--- config.mk ---
export PLATFORM = sky130hd
export DESIGN_NAME = mux4_arbiter
export DESIGN_NICKNAME = d
export VERILOG_FILES = /design/src/rtl/mux4_arbiter.sv
export SDC_FILE = /design/constraint.sdc
export NUM_CORES = 1
export LEC_CHECK = 0
export ABC_AREA = 1
export CAP_MARGIN = 20
export CORE_MARGIN = 3
export CORE_UTILIZATION = 30
export DETAILED_ROUTE_END_ITERATION = 12
export DONT_BUFFER_PORTS = 1
export SLEW_MARGIN = 40
export SYNTH_ARGS = -nofsm -noshare
export SYNTH_HDL_FRONTEND = slang
export SYNTH_SLANG_ARGS = --single-unit
--- constraint.sdc ---
create_clock -name clk -period 3.6 [get_ports clk]
set_input_delay 0.9 -clock clk [delete_from_list [all_inputs] [get_ports clk]]
set_output_delay 0.9 -clock clk [all_outputs]
set_load 0.03 [all_outputs]
--- src/rtl/mux4_arbiter.sv ---
// Round-robin arbiter for a shared 4:1 mux path: owner index drives the mux
// select, the one-hot grant mirrors the 2:4 decoder output.
module mux4_arbiter #(
   parameter int unsigned MAX_HOLD = 8,
   parameter int unsigned HOLD_W   = 4
) (
   input  logic       clk,
   input  logic       rst_n,
   input  logic       En,
   input  logic [3:0] req,
   output logic [3:0] gnt,
   output logic [1:0] sel,
   output logic       busy
);

   localparam logic [HOLD_W-1:0] HOLD_LAST = (MAX_HOLD == 0) ? '0 : HOLD_W'(MAX_HOLD - 1);

   typedef enum logic {IDLE, GRANT} state_t;

   state_t            state, state_nxt;
   logic [1:0]        last, last_nxt;
   logic [HOLD_W-1:0] hold_cnt, hold_nxt;
   logic [3:0]        gnt_nxt;
   logic [1:0]        sel_nxt;
   logic              busy_nxt;
   logic [2:0]        pick_all, pick_oth;

   // Returns {found, index} of the first set request after base, wrapping mod 4.
   function automatic logic [2:0] rr_pick(input logic [3:0] r, input logic [1:0] base);
      logic       found;
      logic [1:0] idx;
      logic [1:0] win;
      found = 1'b0;
      win   = base;
      for (int i = 1; i <= 4; i++) begin
         idx = base + 2'(i);
         if (!found && r[idx]) begin
            found = 1'b1;
            win   = idx;
         end
      end
      return {found, win};
   endfunction

   // Candidates: any requester (from IDLE) and any requester other than the owner.
   always_comb begin
      pick_all = rr_pick(req, last);
      pick_oth = rr_pick(req & ~(4'b0001 << sel), sel);
   end

   always_ff @(posedge clk) begin
      if (!rst_n) begin
         state    <= IDLE;
         gnt      <= 4'b0000;
         sel      <= 2'b00;
         busy     <= 1'b0;
         last     <= 2'b11;
         hold_cnt <= '0;
      end else begin
         state    <= state_nxt;
         gnt      <= gnt_nxt;
         sel      <= sel_nxt;
         busy     <= busy_nxt;
         last     <= last_nxt;
         hold_cnt <= hold_nxt;
      end
   end

   always_comb begin
      state_nxt = state;
      gnt_nxt   = gnt;
      sel_nxt   = sel;
      busy_nxt  = busy;
      last_nxt  = last;
      hold_nxt  = hold_cnt;

      unique case (state)
         IDLE: begin
            gnt_nxt  = 4'b0000;
            busy_nxt = 1'b0;
            if (En && pick_all[2]) begin
               state_nxt = GRANT;
               gnt_nxt   = 4'b0001 << pick_all[1:0];
               sel_nxt   = pick_all[1:0];
               last_nxt  = pick_all[1:0];
               busy_nxt  = 1'b1;
               hold_nxt  = '0;
            end
         end
         GRANT: begin
            if (!En) begin
               state_nxt = IDLE;
               gnt_nxt   = 4'b0000;
               busy_nxt  = 1'b0;
               hold_nxt  = '0;
            end else if (!req[sel] ||
                         (MAX_HOLD != 0 && hold_cnt == HOLD_LAST && pick_oth[2])) begin
               // Release or preemption: hand over directly, no idle cycle.
               if (pick_oth[2]) begin
                  gnt_nxt  = 4'b0001 << pick_oth[1:0];
                  sel_nxt  = pick_oth[1:0];
                  last_nxt = pick_oth[1:0];
                  busy_nxt = 1'b1;
               end else begin
                  state_nxt = IDLE;
                  gnt_nxt   = 4'b0000;
                  busy_nxt  = 1'b0;
               end
               hold_nxt = '0;
            end else if (hold_cnt != HOLD_LAST) begin
               hold_nxt = hold_cnt + HOLD_W'(1);
            end
         end
         default: state_nxt = IDLE;
      endcase
   end

endmodule

==> flow_metrics.env <==
export IMPL_status="finished, final reports clean"
export IMPL_cts_hold_buf=0
export IMPL_synth_top_flop_cell="dfxtp_1"
export IMPL_p_per_area_nw_per_um2=955
export IMPL_grt_busiest_layer="met2"
export IMPL_rsz0062_at_grt="false"
export IMPL_place_inst=281
export IMPL_yosys_area_top_type="nand2_1"
export IMPL_maxCapViolations=0
export IMPL_cts_buffers=3
export IMPL_initial_core_util=0.314
export IMPL_syn_num_nets=242
export IMPL_clockRootBuffer="clkbuf_8"
export IMPL_worstRegToRegCells=13
export IMPL_grt_use_met1=0.168
export IMPL_cp_arrival_ns=2.47
export IMPL_synthArstFlopShare=0
export IMPL_p_sw_frac=0.569
export IMPL_synth_area_leaders="nand2_1, dfxtp_1, nand3_1"
export IMPL_synth_distinct_cells=25
export IMPL_period_minus_slack_ns=2.32
export IMPL_cts_tree="done"
export IMPL_vias_per_cell=4.84
export IMPL_crit_path_top_delay_cell="ha_1"
export IMPL_path_class="reg -> reg"
export IMPL_maxSlewViolCount=0
export IMPL_vdd_drop_max_uv=312
export IMPL_nFillCells=495
export IMPL_grt_use_met3=0.0260
export IMPL_antenna_found_initial=0
export IMPL_p_leak_uw=0.000807
export IMPL_syn_mean_instance_area_um2=5.99
export IMPL_num_antenna_cells=0
export IMPL_critPathMaxFanout=11
export IMPL_postCtsSetupBuffers=0
export IMPL_clk_latency_ns=0.25
export IMPL_cts_resized=0
export IMPL_gp_congestion=0.828
export IMPL_htree_levels=1
export IMPL_fin_worst_skew_ns=0.00625
export IMPL_max_clock_freq_ghz=0.430
export IMPL_portBuffers=0
export IMPL_worst_slew_pin_slew_ns=0.405
export IMPL_ys_ff_latch=14
export IMPL_ys_seq_area_frac=0.203
export IMPL_final_cells=285
export IMPL_finalSetupTns_ns=0
export IMPL_slew_headroom=0.730
export IMPL_first_pass_iters=4
export IMPL_grtUsageTotal=0.125
export IMPL_clockBufferDepth=2
export IMPL_setup_viol=0
export IMPL_fp_dieArea_um2=5450
export IMPL_synthCells=230
export IMPL_remaining_drc_errors=0
export IMPL_cp_cell_sequence="buf_4, inv_1, ha_1, inv_1, nand3_1, nand2_2, nand4_4, nand2_2, nand3_2, o21ai_0, inv_1, nand2_1, inv_1"
export IMPL_hold_viol_final=0
export IMPL_fin_nets=246
export IMPL_wire_per_inst_um=10.9
export IMPL_p_sw_uw=807
export IMPL_crit_required_ns=3.74
export IMPL_cp_slowest_stage_delay_ns=0.37
export IMPL_finalCritPeriodShare=0.646
export IMPL_dp_hpwl_um=2470
export IMPL_startpoint_type="register"
export IMPL_drt_iter0_markers=43
export IMPL_p_comb_frac=0.687
export IMPL_antenna_left=0
export IMPL_synth_edf_count=0
export IMPL_cp_end_kind="register"
export IMPL_met2_usage=0.201
export IMPL_grt_pass1_vias=1255
export IMPL_whs_ns=0.515
export IMPL_synth_top_area_frac=0.204
export IMPL_grt_first_pass_wirelength_um=5460
export IMPL_clkTransAtPathRegs_ns=0.06
export IMPL_crit_top_cell="inv_1"
export IMPL_ioPinCount=14
export IMPL_die_h_um=73.8
export IMPL_die_w_um=73.8
export IMPL_pwr_share_seq=0.204
export IMPL_synth_warnings=0
export IMPL_core_um2=4380
export IMPL_area_growth_pct=7.62
export IMPL_vias=1379
export IMPL_clockPowerShare=0.109
export IMPL_wl_um=3100
export IMPL_hold_depth=2
export IMPL_cts_num_sinks=14
export IMPL_grt_overflow=0
export IMPL_num_rows=24
export IMPL_grt_max_degree=13
export IMPL_layout_drive_gt1_share=0.137
export IMPL_netlist_area_um2=1380
export IMPL_hp_class="reg -> reg"
export IMPL_p_int_uw=610
cell families after synthesis:
kind of cell,share of synthesized area
AO/OA/AOI/OAI,0.0862
buffers and inverters,0.122
adder cells (fa/ha/maj),0.0454
flip-flops,0.203
AND/OR/NAND/NOR,0.537
XOR/XNOR,0.00635
routing by layer:
metal	vias up	part of all wire
met5	-	0
met4	0	0.0045
met3	2	0.046
met2	23	0.44
met1	607	0.51
li1	747	-
worst paths after layout:
| kind | start | to | slack (ns) |
|---|---|---|---|
| worst min-delay path | hold_cnt[1] | hold_cnt[1] | 0.51 |
| worst min register to register | hold_cnt[1] | hold_cnt[1] | 0.51 |
| worst max-delay path | sel[1] | gnt[0] | 1.28 |
| worst max register to register | sel[1] | gnt[0] | 1.28 |
cell type report:
type                    count  area (um2)  area share
clock buffers               4        55.1      0.0371
inverters                  36         138      0.0927
multi-input cells         177         931       0.627
flip-flops and latches     14         280       0.189
well taps                  52        65.1      0.0438
repair buffers              2        15.0      0.0101
sequential cells by signal, summed over array words and instances, names as in the netlist:
register  count
state         1
busy          1
hold_cnt      4
sel           2
gnt           4
last          2
placed cells by master, fill, tap and decap left out:
cell type and n:
nand2_1 75, inv_2 1, inv_4 1, o21ai_0 9
a31oi_1 1, a21oi_4 1, nand3b_1 1, ha_1 5
a21oi_1 7, buf_4 2, nand3_1 39, xor2_1 1
nand2_4 2, a22oi_1 1, nand2_2 11, nand4_4 1
and3_1 1, inv_1 34, nand3_2 7, nor2_4 1
o21ai_2 1, nor2_1 10, clkbuf_8 4, dfxtp_1 14
nand4_1 3
cells in the mapped netlist, types with 2 or more instances:
cell type,count
nand3_2,7
dfxtp_1,14
nand2_4,2
nand2_2,11
nand2_1,75
buf_6,2
ha_1,5
a21oi_1,7
nand3_1,39
inv_1,34
o21ai_0,9
nor2_1,10
nand4_1,3
power by group through the flow:
stage          Combinational, uW  Clock (uW)  Sequential, uW
2_1_floorplan                803           0             294
3_3_place_gp                 963           0             292
3_5_place_dp                 969           0             293
4_1_cts                      974         157             289
5_1_grt                     1120         164             297
6_report                     973         154             290
critical path, delay by kind of cell (launching register included):
kind	cells	cell delay, ns
and+or+nand+nor	6	0.73
buffers and inverters	5	0.57
adders and majority gates	1	0.37
DFF	1	0.31
AOI/OAI and AO/OA	1	0.23
per-stage QoR:
stage / total power, uW / instance area [um2] / setup WS, ns / util
2_1_floorplan: 1100 / 1380 / 1.36 / -
3_3_place_gp: 1260 / 1430 / 1.40 / 0.326
3_5_place_dp: 1260 / 1430 / 1.33 / 0.326
4_1_cts: 1420 / 1480 / 1.30 / 0.338
5_1_grt: 1580 / 1480 / 0.942 / 0.338
6_report: 1420 / 1480 / 1.28 / 0.338
(Power assumes the default switching activity.)
